===== config.mk =====
export PLATFORM = sky130hd
export DESIGN_NAME = add_chunked_flat
export DESIGN_NICKNAME = d
export VERILOG_FILES = /design/src/rtl/add_chunked_pkg.sv /design/src/rtl/add_chunked_if.sv /design/src/rtl/add_chunked_chunk.sv /design/src/rtl/add_chunked.sv /design/src/flat_wrapper.sv
export SDC_FILE = /design/constraint.sdc
export NUM_CORES = 1
export LEC_CHECK = 0
export CAP_MARGIN = 20
export CELL_PAD_IN_SITES_DETAIL_PLACEMENT = 0
export CELL_PAD_IN_SITES_GLOBAL_PLACEMENT = 1
export CORE_ASPECT_RATIO = 1.4
export CORE_UTILIZATION = 30
export DETAILED_ROUTE_END_ITERATION = 8
export HOLD_SLACK_MARGIN = 0.15
export PLACE_DENSITY = 0.62
export SYNTH_ARGS = -nofsm -noshare
export SYNTH_HDL_FRONTEND = slang
export SYNTH_SLANG_ARGS = --single-unit

===== constraint.sdc =====
create_clock -name clk -period 6.95 [get_ports clk]
set_input_delay 0.695 -clock clk [delete_from_list [all_inputs] [get_ports clk]]
set_output_delay 0.695 -clock clk [all_outputs]
set_load 0.02 [all_outputs]

===== src/rtl/add_chunked_pkg.sv =====
// Shared types and helpers for the chunked adder: FSM encoding, counter sizing
// and the single-bit full adder the chunk ripple chain is built from.
package add_chunked_pkg;

    typedef enum logic [1:0] {
        ST_IDLE = 2'd0,
        ST_RUN  = 2'd1,
        ST_DONE = 2'd2
    } state_e;

    // Width of a counter that indexes n chunks; never narrower than one bit.
    function automatic int idx_width(input int n);
        return (n > 1) ? $clog2(n) : 1;
    endfunction

    // Returns {carry, sum} of a single-bit full addition.
    function automatic logic [1:0] full_add(input logic x, input logic y, input logic c);
        return {((x & y) | (x & c) | (y & c)), (x ^ y ^ c)};
    endfunction

endpackage


===== src/rtl/add_chunked_if.sv =====
// Operand/result handshake bundle of the chunked adder.
interface add_chunked_if #(
    parameter int WIDTH = 32
);
    logic             in_valid;
    logic             in_ready;
    logic [WIDTH-1:0] a;
    logic [WIDTH-1:0] b;
    logic             carry_in;
    logic             sub;
    logic             out_valid;
    logic             out_ready;
    logic [WIDTH-1:0] sum;
    logic             carry_out;
    logic             overflow;
    logic             busy;

    modport master (
        output in_valid, a, b, carry_in, sub, out_ready,
        input  in_ready, out_valid, sum, carry_out, overflow, busy
    );

    modport slave (
        input  in_valid, a, b, carry_in, sub, out_ready,
        output in_ready, out_valid, sum, carry_out, overflow, busy
    );
endinterface


===== src/rtl/add_chunked_chunk.sv =====
// Combinational CHUNK-bit ripple adder; also exposes the carry into its top bit
// so the caller can form signed overflow on the most significant chunk.
module add_chunked_chunk
    import add_chunked_pkg::*;
#(
    parameter int CHUNK = 8
) (
    input  logic [CHUNK-1:0] a,
    input  logic [CHUNK-1:0] b,
    input  logic             carry_in,
    output logic [CHUNK-1:0] sum,
    output logic             carry_out,
    output logic             carry_msb
);
    logic [CHUNK:0] carry_s;

    // Ripple chain of full adders across the chunk.
    always_comb begin
        carry_s    = '0;
        sum        = '0;
        carry_s[0] = carry_in;
        for (int i = 0; i < CHUNK; i++) begin
            {carry_s[i+1], sum[i]} = full_add(a[i], b[i], carry_s[i]);
        end
    end

    assign carry_out = carry_s[CHUNK];
    assign carry_msb = carry_s[CHUNK-1];

endmodule


===== src/rtl/add_chunked.sv =====
// Multi-cycle adder/subtractor: one CHUNK-wide slice per clock, carry held in a
// register between slices, operands and results on valid/ready handshakes.
module add_chunked
    import add_chunked_pkg::*;
#(
    parameter int WIDTH = 32,
    parameter int CHUNK = 8
) (
    input  logic         clk,
    input  logic         rst_n,
    add_chunked_if.slave bus
);
    localparam int NCHUNK = WIDTH / CHUNK;
    localparam int KW     = idx_width(NCHUNK);
    localparam logic [KW-1:0] K_LAST = KW'(NCHUNK - 1);

    if ((WIDTH % CHUNK) != 0) begin : g_param_check
        $error("add_chunked: CHUNK (%0d) must divide WIDTH (%0d)", CHUNK, WIDTH);
    end

    state_e                         state_r;
    state_e                         state_nxt_s;
    logic [NCHUNK-1:0][CHUNK-1:0]   a_r;
    logic [NCHUNK-1:0][CHUNK-1:0]   b_r;
    logic [NCHUNK-1:0][CHUNK-1:0]   sum_r;
    logic                           carry_r;
    logic                           carry_out_r;
    logic                           overflow_r;
    logic [KW-1:0]                  k_r;
    logic [CHUNK-1:0]               a_chunk_s;
    logic [CHUNK-1:0]               b_chunk_s;
    logic [CHUNK-1:0]               chunk_sum_s;
    logic                           chunk_cout_s;
    logic                           chunk_msb_s;
    logic                           in_ready_s;
    logic                           accept_s;
    logic                           last_s;

    assign in_ready_s = (state_r == ST_IDLE) | ((state_r == ST_DONE) & bus.out_ready);
    assign accept_s   = bus.in_valid & in_ready_s;
    assign last_s     = (k_r == K_LAST);

    // Select the operand slice addressed by the chunk counter (AND-OR mux).
    always_comb begin
        a_chunk_s = '0;
        b_chunk_s = '0;
        for (int j = 0; j < NCHUNK; j++) begin
            a_chunk_s = a_chunk_s | (a_r[j] & {CHUNK{k_r == KW'(j)}});
            b_chunk_s = b_chunk_s | (b_r[j] & {CHUNK{k_r == KW'(j)}});
        end
    end

    add_chunked_chunk #(
        .CHUNK (CHUNK)
    ) u_chunk (
        .a         (a_chunk_s),
        .b         (b_chunk_s),
        .carry_in  (carry_r),
        .sum       (chunk_sum_s),
        .carry_out (chunk_cout_s),
        .carry_msb (chunk_msb_s)
    );

    // FSM state register.
    always_ff @(posedge clk or negedge rst_n) begin
        if (!rst_n) begin
            state_r <= ST_IDLE;
        end else begin
            state_r <= state_nxt_s;
        end
    end

    // FSM next-state logic.
    always_comb begin
        state_nxt_s = state_r;
        case (state_r)
            ST_IDLE: begin
                if (bus.in_valid) state_nxt_s = ST_RUN;
                else              state_nxt_s = ST_IDLE;
            end
            ST_RUN: begin
                if (last_s) state_nxt_s = ST_DONE;
                else        state_nxt_s = ST_RUN;
            end
            ST_DONE: begin
                if (bus.out_ready) begin
                    if (bus.in_valid) state_nxt_s = ST_RUN;
                    else              state_nxt_s = ST_IDLE;
                end else begin
                    state_nxt_s = ST_DONE;
                end
            end
            default: state_nxt_s = ST_IDLE;
        endcase
    end

    // Operand latch, per-chunk accumulation and result registers.
    always_ff @(posedge clk or negedge rst_n) begin
        if (!rst_n) begin
            a_r         <= '0;
            b_r         <= '0;
            sum_r       <= '0;
            carry_r     <= 1'b0;
            carry_out_r <= 1'b0;
            overflow_r  <= 1'b0;
            k_r         <= '0;
        end else if (accept_s) begin
            // Subtraction is folded in here so the chunk adder only ever adds.
            a_r     <= bus.a;
            b_r     <= bus.sub ? ~bus.b : bus.b;
            carry_r <= bus.carry_in;
            k_r     <= '0;
        end else if (state_r == ST_RUN) begin
            for (int j = 0; j < NCHUNK; j++) begin
                if (k_r == KW'(j)) sum_r[j] <= chunk_sum_s;
            end
            carry_r <= chunk_cout_s;
            if (last_s) begin
                carry_out_r <= chunk_cout_s;
                overflow_r  <= chunk_msb_s ^ chunk_cout_s;
                k_r         <= '0;
            end else begin
                k_r <= k_r + 1'b1;
            end
        end
    end

    assign bus.in_ready  = in_ready_s;
    assign bus.out_valid = (state_r == ST_DONE);
    assign bus.busy      = (state_r == ST_RUN);
    assign bus.sum       = sum_r;
    assign bus.carry_out = carry_out_r;
    assign bus.overflow  = overflow_r;

endmodule


===== src/flat_wrapper.sv =====
// flat-port wrapper written by rule: the top's interface ports become plain ports
module add_chunked_flat import add_chunked_pkg::*;
#(
    parameter int WIDTH = 32,
    parameter int CHUNK = 8
)
  (clk, rst_n, bus_in_valid, bus_a, bus_b, bus_carry_in, bus_sub, bus_out_ready, bus_in_ready, bus_out_valid, bus_sum, bus_carry_out, bus_overflow, bus_busy);
  add_chunked_if #(.WIDTH(WIDTH)) bus_i ();
  input  logic clk;
  input  logic rst_n;
  input wire logic [$bits(bus_i.in_valid)-1:0] bus_in_valid;
  input wire logic [$bits(bus_i.a)-1:0] bus_a;
  input wire logic [$bits(bus_i.b)-1:0] bus_b;
  input wire logic [$bits(bus_i.carry_in)-1:0] bus_carry_in;
  input wire logic [$bits(bus_i.sub)-1:0] bus_sub;
  input wire logic [$bits(bus_i.out_ready)-1:0] bus_out_ready;
  output wire logic [$bits(bus_i.in_ready)-1:0] bus_in_ready;
  output wire logic [$bits(bus_i.out_valid)-1:0] bus_out_valid;
  output wire logic [$bits(bus_i.sum)-1:0] bus_sum;
  output wire logic [$bits(bus_i.carry_out)-1:0] bus_carry_out;
  output wire logic [$bits(bus_i.overflow)-1:0] bus_overflow;
  output wire logic [$bits(bus_i.busy)-1:0] bus_busy;
  assign bus_i.in_valid = bus_in_valid;
  assign bus_i.a = bus_a;
  assign bus_i.b = bus_b;
  assign bus_i.carry_in = bus_carry_in;
  assign bus_i.sub = bus_sub;
  assign bus_i.out_ready = bus_out_ready;
  assign bus_in_ready = bus_i.in_ready;
  assign bus_out_valid = bus_i.out_valid;
  assign bus_sum = bus_i.sum;
  assign bus_carry_out = bus_i.carry_out;
  assign bus_overflow = bus_i.overflow;
  assign bus_busy = bus_i.busy;
  add_chunked #(.WIDTH(WIDTH), .CHUNK(CHUNK)) u_core (.clk(clk), .rst_n(rst_n), .bus(bus_i));
endmodule

==> results.yml, run 1 <==
placement:
  gp_congestion: 0.716
  dp_hpwl_um: 8100
  place_area_um2: 5940
  buffers_on_ports: 106
  placed_cells: 625
power:
  p_sw_share_pct: 36.7
  sequential_fraction_of_design_power_pct: 34.5
  net_switching_power_of_the_design_w: 0.00118
  power_density_over_cell_area_nw_per_um2: 513
  peakVddDrop_uv: 259
  share_clk_of_total_power_pct: 15.4
  static-leakage-power_nw: 2.63
  internal-power_w: 0.00203
  pwr-share-comb_pct: 50.1
critical_path:
  critical-path-top-delay-family: "adder cells"
  cpPeakStageDelay_ns: 0.44
  timing.critical_path.from_type: "register"
  crit_fanout: 17
  critical-path-top-cell-by-count: "sky130_fd_sc_hd__fa_1"
  cp-end-kind: "register"
  critical_path_required_ns: 7.17
  sequence_of_cells_on_the_critical_path: "inv_1 > ha_1 > a22o_1 > a221oi_1 > fa_1 > inv_1 > fa_1 > fa_1 > fa_1 > fa_1 > fa_1 > fa_1 > fa_1 > mux2_2 > mux2_2"
  timing.setup.critical_path_class: "register to register"
  crit_buf_inv: 2
  cell_at_the_slowest_stage_of_the_critical_path: "sky130_fd_sc_hd__ha_1"
  worst_ep_arrival_time_ns: 5.60
sta:
  number_of_failing_setup_endpoints_in_the_final_timing_report: 0
  highest_clock_rate_mhz: 186
  timing_worst_slew_pin_value_ns: 0.857
  slew_headroom_pct: 42.8
  setup_tns_ns: 0
  hold_viol_final: 0
  report.final.slew_viol_count: 0
  setup_repair_after_global_routing_missed_its_margin: "false"
  timing.final.crit_period_ns: 5.38
  clock-skew-final_ns: 0.00745
  post-route-period-util_pct: 77.4
finish:
  filler_cell_count_in_the_final_layout: 1565
  layout_commonest_cell: "sky130_fd_sc_hd__clkdlybuf4s50_1"
  diodes: 0
  area_growth_syn_to_layout_pct: 31.9
  final_cell_count_no_fill: 642
  nNetsFinal: 523
  drive_above_1_share_pct: 22.4
  final_design_area_no_fill_um2: 6250
  layout_common_cells: "sky130_fd_sc_hd__clkdlybuf4s50_1 (104), sky130_fd_sc_hd__dfrtp_1 (103), sky130_fd_sc_hd__mux2_2 (80), sky130_fd_sc_hd__xor2_1 (32), sky130_fd_sc_hd__a22oi_1 (28)"
  utilization_pct: 40.2
grt:
  met3_demand_to_capacity_share_in_global_routing_pct: 1.73
  gr_ovfl_total: 0
  grt_first_pass_wirelength_um: 16900
  grt-busiest-layer: "met2"
  grtUsageMet2_pct: 24.7
  global_route.usage.met1_pct: 17.5
  first_global_vias: 3123
  grt_usage_pct: 14.2
  grt_max_degree: 90
  number_of_antenna_violations_at_the_first_check_in_global_routing: 0
detailed_routing:
  drt-vias-per-instance: 4.61
  vias: 2958
  drt_first_iter_violations: 125
  route.detailed.wl_per_inst_um: 16.7
  antenna_left: 0
  total_wire_length_after_detailed_routing_um: 10700
  number_of_iterations_in_the_first_detailed_routing_pass: 4
  drc_errors: 0
cts:
  ctsResizeCount: 0
  cts_inserted_buffers: 9
  clock_tree.htree_level_count: 3
  cts_tree: "yes"
  cts_root_buffer: "sky130_fd_sc_hd__clkbuf_16"
  post_cts_clock_slew_at_the_launch_and_capture_registers_of_the_worst_setup_and_hold_paths_ns: 0.06
  max-clock-path-buffers: 2
  cts_hold_buf: 0
  clock_insertion_delay_worst_skew_ns: 0.34
  tritoncts_num_sinks: 103
  cts_post_setup_buffers_inserted: 0
synth:
  ys.warnings.count: 0
  synth.top_cells.by_area: "sky130_fd_sc_hd__dfrtp_1 (54%), sky130_fd_sc_hd__mux2_2 (19%), sky130_fd_sc_hd__xor2_1 (5.9%), sky130_fd_sc_hd__a22oi_1 (4.4%), sky130_fd_sc_hd__mux2_1 (3.6%)"
  synth_area_per_cell_um2: 13.9
  ys_dominant_reg_cell: "sky130_fd_sc_hd__dfrtp_1"
  netlist_area_um2: 4740
  postSynthNetCount: 424
  yosys.cell_types.count: 26
  postSynth.asyncResetShare_pct: 100
  post_synth_inst_count: 342
  sequential_to_total_area_share_from_yosys_stat_pct: 54.4
  synth_largest_type_area_fraction_pct: 54.4
  synthDominantAreaCellType: "sky130_fd_sc_hd__dfrtp_1"
  number_of_enable_flip_flop_cells_after_synthesis: 0
  yosys_register_bits: 103
floorplan:
  design.die.area_um2: 16300
  die_height_um: 151
  boundaryPins: 107
  fp-row-count: 54
  die_w_um: 108
  starting_density_pct: 30.5
  coreArea_um2: 15500
worst_hold_path:
  worstHoldPathType: "input port to async pin"
status:
  outcome: "complete, no violations"
job:
  drv_cap: 0
-- synth_stat cells (3+ instances only) --
cell                       number
sky130_fd_sc_hd__a22oi_1       28
sky130_fd_sc_hd__fa_1           8
sky130_fd_sc_hd__ha_1           4
sky130_fd_sc_hd__o21ai_0        5
sky130_fd_sc_hd__nand2_1       20
sky130_fd_sc_hd__nand3b_1       4
sky130_fd_sc_hd__a22o_1         3
sky130_fd_sc_hd__inv_1          7
sky130_fd_sc_hd__xor2_1        32
sky130_fd_sc_hd__mux2_2        80
sky130_fd_sc_hd__buf_6          3
sky130_fd_sc_hd__clkbuf_1       8
sky130_fd_sc_hd__buf_2          9
sky130_fd_sc_hd__mux2_1        15
sky130_fd_sc_hd__dfrtp_1      103
-- kinds of logic after synthesis --
| family | synth area share [%] |
|---|---|
| AO/OA/AOI/OAI | 6.68 |
| adder cells (fa/ha/maj) | 4.44 |
| multiplexers | 22.8 |
| XOR/XNOR | 6.10 |
| AND/OR/NAND/NOR | 2.69 |
| buffers and inverters | 2.93 |
| flip-flops | 54.4 |
-- worst reg2reg max path: cells and delay by family, from the launching register on --
kind	cells	cell delay (ns)
buf+inv	2	0.14
mux	2	0.52
flops	1	0.41
compound gates	2	0.64
fa+ha+maj	9	3.53
-- sequential cells by signal (all words and copies together), names as in the netlist --
signal,count
u_core.a_r,32
u_core.b_r,32
u_core.bus.sum,32
u_core.k_r,2
u_core.state_r,2
u_core.bus.carry_out,1
u_core.bus.overflow,1
u_core.carry_r,1
-- metal layers --
layer / part of all wire (%) / vias to the layer above / wire [um]
li1: - / 1393 / -
met1: 42 / 1477 / 4520
met2: 53 / 76 / 5640
met3: 3.3 / 12 / 359
met4: 1.9 / 0 / 206
met5: 0 / - / 0
-- final timing paths --
kind	from	endpoint	slack (ns)	depth (start not counted)
setup / recovery	u_core.k_r[0]$_DFFE_PN0P_	u_core.carry_r$_DFFE_PN0P_	1.57	15
hold / removal	rst_n	u_core.a_r[7]$_DFFE_PN0P_	0.19	1
setup reg to reg	u_core.k_r[0]$_DFFE_PN0P_	u_core.carry_r$_DFFE_PN0P_	1.57	15
hold reg to reg	u_core.bus.sum[0]$_DFFE_PN0P_	u_core.bus.sum[0]$_DFFE_PN0P_	0.48	2
max in group asynchronous	rst_n	u_core.bus.sum[29]$_DFFE_PN0P_	5.66	3
min in group clk	u_core.bus.sum[0]$_DFFE_PN0P_	u_core.bus.sum[0]$_DFFE_PN0P_	0.48	2
-- power by group through the flow --
stage / logic [W] / registers [W] / clock network [W]
6_report: 0.00161 / 0.00111 / 0.000494
3_5_place_dp: 0.00164 / 0.00113 / 0
2_1_floorplan: 0.000994 / 0.00117 / 0
5_1_grt: 0.00176 / 0.00115 / 0.000536
4_1_cts: 0.00164 / 0.00111 / 0.000510
3_3_place_gp: 0.00159 / 0.00112 / 0
-- per-stage QoR --
step,hold WS [ns],total power [W],worst slack (ns)
floorplan,0.399,0.00216,2.02
global placement,0.464,0.00271,1.70
detailed placement,0.471,0.00277,1.57
CTS,0.192,0.00327,1.56
global route,0.200,0.00345,1.37
finish,0.193,0.00321,1.57
-- area by class of cell --
class,count,area (um^2),share of cell area (%)
Clock buffer,12,246,3.94
Sequential cell,103,2580,41.2
Clock inverter,4,45.0,0.720
Tap cell,196,245,3.92
Inverter,7,26.3,0.420
Multi-Input combinational cell,211,2020,32.4
Timing Repair Buffer,109,1090,17.4
Power figures use the tool's default switching activity.
==> inputs of run 2 (changes only) <==
PLACE_DENSITY = 0.64   (was 0.62)
clock period = 4.9 ns   (was 6.95 ns; I/O delays follow)
==> run 2 against run 1 <==
Flip-flop and latch count did not move. Maximum frequency rose by 14%. Sequential share of layout area fell by 0.46 points. First-iteration DRC count fell by 14%. Cell area rose by 1.1%. Clock skew barely moved. Final cell count rose by 1.4%. Utilization rose by 0.46 points. Global-route usage rose by 0.16 points. Clock power rose by 33%.
==> results.yml, run 2 (synthesized netlist as in run 1, its figures left out) <==
status:
  outcome: "complete, no violations"
cts:
  cts_root_buffer: "sky130_fd_sc_hd__clkbuf_16"
  cts_tree: "yes"
  clock_insertion_delay_worst_skew_ns: 0.34
  max-clock-path-buffers: 2
  cts_inserted_buffers: 9
  post_cts_clock_slew_at_the_launch_and_capture_registers_of_the_worst_setup_and_hold_paths_ns: 0.06
  clock_tree.htree_level_count: 3
  cts_hold_buf: 0
  tritoncts_num_sinks: 103
sta:
  setup_repair_after_global_routing_missed_its_margin: "false"
  number_of_failing_setup_endpoints_in_the_final_timing_report: 0
  report.final.slew_viol_count: 0
  clock-skew-final_ns: 0.00735
  slew_headroom_pct: 42.5
  hold_viol_final: 0
  highest_clock_rate_mhz: 212
  timing.final.crit_period_ns: 4.72
  timing_worst_slew_pin_value_ns: 0.862
  post-route-period-util_pct: 96.4
  finalHoldWorstSlack_ns: 0.215
detailed_routing:
  drt-vias-per-instance: 4.59
  met1Wirelength_um: 4750
  drt_first_iter_violations: 108
  antenna_left: 0
  route.detailed.wl_per_inst_um: 16.6
  vias: 2985
  number_of_iterations_in_the_first_detailed_routing_pass: 4
  dr.max_layer_used: "met4"
  route.met2.wl_um: 5550
  drc_errors: 0
  total_wire_length_after_detailed_routing_um: 10800
  met3WireLength_um: 365
critical_path:
  cpPeakStageDelay_ns: 0.40
  timing.setup.critical_path_class: "register to register"
  crit_buf_inv: 2
  crit_fanout: 4
  cell_at_the_slowest_stage_of_the_critical_path: "sky130_fd_sc_hd__fa_1"
  cp-end-kind: "register"
  timing.critical_path.from_type: "register"
  critical-path-top-delay-family: "adder cells"
  sequence_of_cells_on_the_critical_path: "inv_1 > ha_2 > a22o_1 > a221oi_2 > fa_2 > inv_1 > fa_1 > fa_1 > fa_2 > fa_1 > fa_2 > fa_2 > fa_1 > mux2_2 > mux2_2"
  worst_ep_arrival_time_ns: 4.94
  critical_path_required_ns: 5.12
  cp-startpoint: "u_core.k_r[0]$_DFFE_PN0P_"
  critical_path.reg2reg.startpoint: "u_core.k_r[0]$_DFFE_PN0P_"
floorplan:
  boundaryPins: 107
  fp-row-count: 54
  die_height_um: 151
  design.die.area_um2: 16300
  coreArea_um2: 15500
  die_w_um: 108
  starting_density_pct: 30.5
placement:
  buffers_on_ports: 106
  dp_hpwl_um: 8260
  gp_congestion: 0.746
job:
  drv_cap: 0
finish:
  area_growth_syn_to_layout_pct: 33.4
  filler_cell_count_in_the_final_layout: 1515
  diodes: 0
  layout_common_cells: "sky130_fd_sc_hd__clkdlybuf4s50_1 (104), sky130_fd_sc_hd__dfrtp_1 (103), sky130_fd_sc_hd__mux2_2 (80), sky130_fd_sc_hd__xor2_1 (32), sky130_fd_sc_hd__a22oi_1 (28)"
  nNetsFinal: 533
  drive_above_1_share_pct: 25.7
  utilization_pct: 40.7
  layout_commonest_cell: "sky130_fd_sc_hd__clkdlybuf4s50_1"
power:
  static-leakage-power_nw: 2.66
  peakVddDrop_uv: 360
  power_density_over_cell_area_nw_per_um2: 734
grt:
  grt_first_pass_wirelength_um: 17100
  gr_ovfl_total: 0
  number_of_antenna_violations_at_the_first_check_in_global_routing: 0
  first_global_vias: 3171
  grt_usage_pct: 14.4
  grt_max_degree: 69
worst_hold_path:
  worstHoldPathType: "input port to async pin"
==> run 2: cell count changes in the layout (fill, tap and decap cells not counted), moves of 2 or more <==
| cell | previous run | this run |
|---|---|---|
| sky130_fd_sc_hd__fa_2 | 0 | 4 |
| sky130_fd_sc_hd__fa_1 | 8 | 4 |
| sky130_fd_sc_hd__a221oi_1 | 2 | 0 |
| sky130_fd_sc_hd__buf_4 | 3 | 14 |
| sky130_fd_sc_hd__a221oi_2 | 0 | 2 |
==> run 2: power breakdown <==
group	switching, W	leakage, nW	total [W]	internal, W
combinational	0.00115	1.30	0.00242	0.00127
clock	0.000291	0.138	0.000659	0.000369
sequential	0.000261	1.22	0.00156	0.00130
==> run 2: cell type report <==
cell class,count,area [um^2],share of cell area [%]
Sequential cell,103,2580,40.8
Timing Repair Buffer,119,1150,18.2
Tap cell,196,245,3.88
Clock buffer,12,256,4.06
Multi-Input combinational cell,211,2050,32.4
Clock inverter,3,18.8,0.297
Inverter,7,26.3,0.416
==> run 2: worst paths after layout <==
check / end / slack [ns] / cells past startpoint
hold / removal: u_core.a_r[27]$_DFFE_PN0P_ / 0.22 / 1
setup / recovery: u_core.carry_r$_DFFE_PN0P_ / 0.18 / 15
hold reg to reg: u_core.b_r[30]$_DFFE_PN0P_ / 0.49 / 1
max in group asynchronous: u_core.a_r[15]$_DFFE_PN0P_ / 3.61 / 2
min in group clk: u_core.b_r[30]$_DFFE_PN0P_ / 0.49 / 1
setup reg to reg: u_core.carry_r$_DFFE_PN0P_ / 0.18 / 15
==> run 2: metal layers <==
| layer | up-vias | track usage (%) |
|---|---|---|
| met4 | 0 | 5.21 |
| met2 | 69 | 24.7 |
| met5 | - | 0 |
| met3 | 12 | 2.68 |
| met1 | 1483 | 17.7 |
| li1 | 1421 | - |
==> run 2: timing repair <==
action | in CTS | in global routing
pin swaps | 0 | 1
endpoints found under the setup margin | 1 | 5
setup buffers | 1 | 1
gates resized for setup | 1 | 4
gates cloned | 0 | 0
==> run 2: per-stage QoR <==
step	power, W	TNS, ns	instance area, um^2	instances	setup slack [ns]
final	0.00464	0	6320	651	0.179
after global routing	0.00500	0	6320	651	0.0312
after CTS	0.00469	0	6310	650	0.0361
after detailed placement	0.00401	-0.0539	6020	634	-0.0539
after global placement	0.00392	0	6020	634	0.0663
after floorplan	0.00308	0	4750	342	0.0631
==> inputs of run 3 (changes only) <==
ABC_AREA = 1   (was unset)
CORE_UTILIZATION = 33   (was 30)
GPL_ROUTABILITY_DRIVEN = 0   (was unset)
PLACE_DENSITY = 0.75   (was 0.64)
==> run 3 against run 2 <==
Synthesized cell count rose by 96%. Sequential share of layout area fell by 1.9 points. Clock-buffer cell count rose by 1. Sequential power barely moved. Global-route usage rose by 3.1 points. Die area fell by 2.1%. Largest cell class unchanged. Largest power group unchanged. Highest routed layer unchanged.
==> results.yml, run 3 <==
placement:
  buffers_on_ports: 106
  dp_hpwl_um: 9970
  place_area_um2: 6290
synth:
  synth_largest_type_area_fraction_pct: 50.5
  sequential_to_total_area_share_from_yosys_stat_pct: 50.5
  number_of_enable_flip_flop_cells_after_synthesis: 0
  netlist_area_um2: 5100
  synth_area_per_cell_um2: 7.63
  yosys_register_bits: 103
  post_synth_inst_count: 669
  ys_dominant_reg_cell: "sky130_fd_sc_hd__dfrtp_1"
  synthMostInstantiatedCell: "sky130_fd_sc_hd__nand2_1"
  ys.warnings.count: 0
  postSynthNetCount: 751
  yosys.cell_types.count: 17
  synth.top_cells.by_area: "sky130_fd_sc_hd__dfrtp_1 (51%), sky130_fd_sc_hd__nand2_1 (25%), sky130_fd_sc_hd__nand3_1 (7.0%), sky130_fd_sc_hd__inv_1 (3.7%), sky130_fd_sc_hd__o21ai_1 (3.4%)"
  postSynth.asyncResetShare_pct: 100
  synthDominantAreaCellType: "sky130_fd_sc_hd__dfrtp_1"
  synth.cells.most_frequent: "sky130_fd_sc_hd__nand2_1 (334), sky130_fd_sc_hd__dfrtp_1 (103), sky130_fd_sc_hd__nand3_1 (71)"
floorplan:
  design.die.area_um2: 16000
  die_w_um: 107
  coreArea_um2: 15100
  die_height_um: 149
  fp-row-count: 53
  boundaryPins: 107
  starting_density_pct: 33.9
critical_path:
  timing.reg2reg.setup_slack_ns: 0.27
  worst_ep_arrival_time_ns: 4.83
  cp-end-kind: "register"
  path_depth_of_the_worst_reg2reg_path: 16
  critical_path.reg2reg.startpoint: "u_core.k_r[1]$_DFFE_PN0P_"
  critical_path_required_ns: 5.10
  timing.setup.critical_path_class: "register to register"
  critical_path.reg2reg.endpoint: "u_core.bus.overflow$_DFFE_PN0P_"
  crit_fanout: 10
  timing.critical_path.from_type: "register"
sta:
  timing_worst_slew_pin_value_ns: 0.856
  finalHoldWorstSlack_ns: 0.151
  number_of_failing_setup_endpoints_in_the_final_timing_report: 0
  slew_headroom_pct: 42.9
  hold_viol_final: 0
  post-route-period-util_pct: 94.5
  setup_tns_ns: 0
  timing.final.crit_period_ns: 4.63
  clock-skew-final_ns: 0.00968
  highest_clock_rate_mhz: 216
  report.final.slew_viol_count: 0
  setup_repair_after_global_routing_missed_its_margin: "false"
detailed_routing:
  drc_errors: 0
  antenna_left: 0
  drt-vias-per-instance: 4.68
  route.detailed.wl_per_inst_um: 13.8
  drt_first_iter_violations: 223
  vias: 4457
  number_of_iterations_in_the_first_detailed_routing_pass: 4
  total_wire_length_after_detailed_routing_um: 13200
finish:
  drive_above_1_share_pct: 4.47
  nNetsFinal: 838
  final_design_area_no_fill_um2: 6640
  layout_common_cells: "sky130_fd_sc_hd__nand2_1 (334), sky130_fd_sc_hd__clkdlybuf4s50_1 (104), sky130_fd_sc_hd__dfrtp_1 (103), sky130_fd_sc_hd__nand3_1 (70), sky130_fd_sc_hd__inv_1 (50)"
  area_growth_syn_to_layout_pct: 30.1
  layout_commonest_cell: "sky130_fd_sc_hd__nand2_1"
  diodes: 0
  utilization_pct: 44.1
cts:
  post_cts_clock_slew_at_the_launch_and_capture_registers_of_the_worst_setup_and_hold_paths_ns: 0.06
  clock_tree.htree_level_count: 3
  max-clock-path-buffers: 2
  tritoncts_num_sinks: 103
  cts_inserted_buffers: 9
  cts_root_buffer: "sky130_fd_sc_hd__clkbuf_16"
  cts_tree: "yes"
  ctsResizeCount: 0
  cts_post_setup_buffers_inserted: 0
  clock_insertion_delay_worst_skew_ns: 0.35
  cts_hold_buf: 0
grt:
  grt_max_degree: 69
  number_of_antenna_violations_at_the_first_check_in_global_routing: 0
  gr_ovfl_total: 0
  first_global_vias: 4448
  grt_usage_pct: 17.5
  grt_first_pass_wirelength_um: 21700
job:
  drv_cap: 0
worst_hold_path:
  worstHoldPathType: "input port to async pin"
power:
  power_density_over_cell_area_nw_per_um2: 668
  static-leakage-power_nw: 3.42
  peakVddDrop_uv: 300
status:
  outcome: "complete, no violations"
run 3: metal layers:
layer	track usage (%)	vias to the layer above	share of wire (%)
met5	0	-	0
met4	7.88	0	2.5
met3	1.92	21	3.2
met2	30.8	98	51
met1	21.3	2079	43
li1	-	2259	-
run 3: final cells by class:
type                    count  area, um^2
fillers                  1534        8420
flip-flops and latches    103        2580
multi-input cells         474        2150
repair buffers            117        1150
clock buffers              13         260
well taps                 192         240
inverters                  51         191
clock inverters             3        65.1
run 3: worst max path at each step:
stage                                    from                              end  depth (start not counted)
floorplan           u_core.k_r[0]$_DFFE_PN0P_       u_core.carry_r$_DFFE_PN0P_                         18
global placement    u_core.k_r[1]$_DFFE_PN0P_       u_core.carry_r$_DFFE_PN0P_                         18
detailed placement  u_core.k_r[1]$_DFFE_PN0P_  u_core.bus.overflow$_DFFE_PN0P_                         16
CTS                 u_core.k_r[1]$_DFFE_PN0P_  u_core.bus.overflow$_DFFE_PN0P_                         16
global route        u_core.k_r[1]$_DFFE_PN0P_  u_core.bus.overflow$_DFFE_PN0P_                         16
finish              u_core.k_r[1]$_DFFE_PN0P_  u_core.bus.overflow$_DFFE_PN0P_                         16
run 3: kinds of logic (layout without fill, tap and decap cells):
kind of cell	count (synthesis)	in the layout	synth area share, %
compound gates	38	38	3.73
xor+xnor	1	1	0.172
fa+ha+maj	12	12	4.12
buf+inv	92	184	7.60
flops	103	103	50.5
simple gates	423	423	33.8
run 3: power breakdown:
| group | internal (W) | switching (W) | total, W |
|---|---|---|---|
| logic | 0.000810 | 0.00133 | 0.00214 |
| clock network | 0.000475 | 0.000293 | 0.000768 |
| registers | 0.00125 | 0.000274 | 0.00153 |
| total | 0.00254 | 0.00189 | 0.00443 |
run 3: critical path, stage by stage, from the launching register on:
cell                      delay, ns
sky130_fd_sc_hd__dfrtp_1       0.39
sky130_fd_sc_hd__inv_1         0.08
sky130_fd_sc_hd__ha_1          0.31
sky130_fd_sc_hd__nand2_1       0.11
sky130_fd_sc_hd__nand3_1       0.07
sky130_fd_sc_hd__a21oi_1       0.19
sky130_fd_sc_hd__fa_1          0.20
sky130_fd_sc_hd__inv_1         0.05
sky130_fd_sc_hd__fa_1          0.37
sky130_fd_sc_hd__fa_1          0.39
sky130_fd_sc_hd__fa_1          0.40
sky130_fd_sc_hd__fa_1          0.39
sky130_fd_sc_hd__fa_1          0.40
sky130_fd_sc_hd__fa_1          0.44
sky130_fd_sc_hd__fa_1          0.43
sky130_fd_sc_hd__xnor2_1       0.19
sky130_fd_sc_hd__o21ai_1       0.08
run 3: through the flow:
stage,instances,worst slack (ns),power (W)
after floorplan,669,0.381,0.00284
after global placement,936,0.413,0.00363
after detailed placement,936,0.277,0.00370
after CTS,952,0.277,0.00448
after global routing,953,0.0613,0.00480
final,953,0.270,0.00443
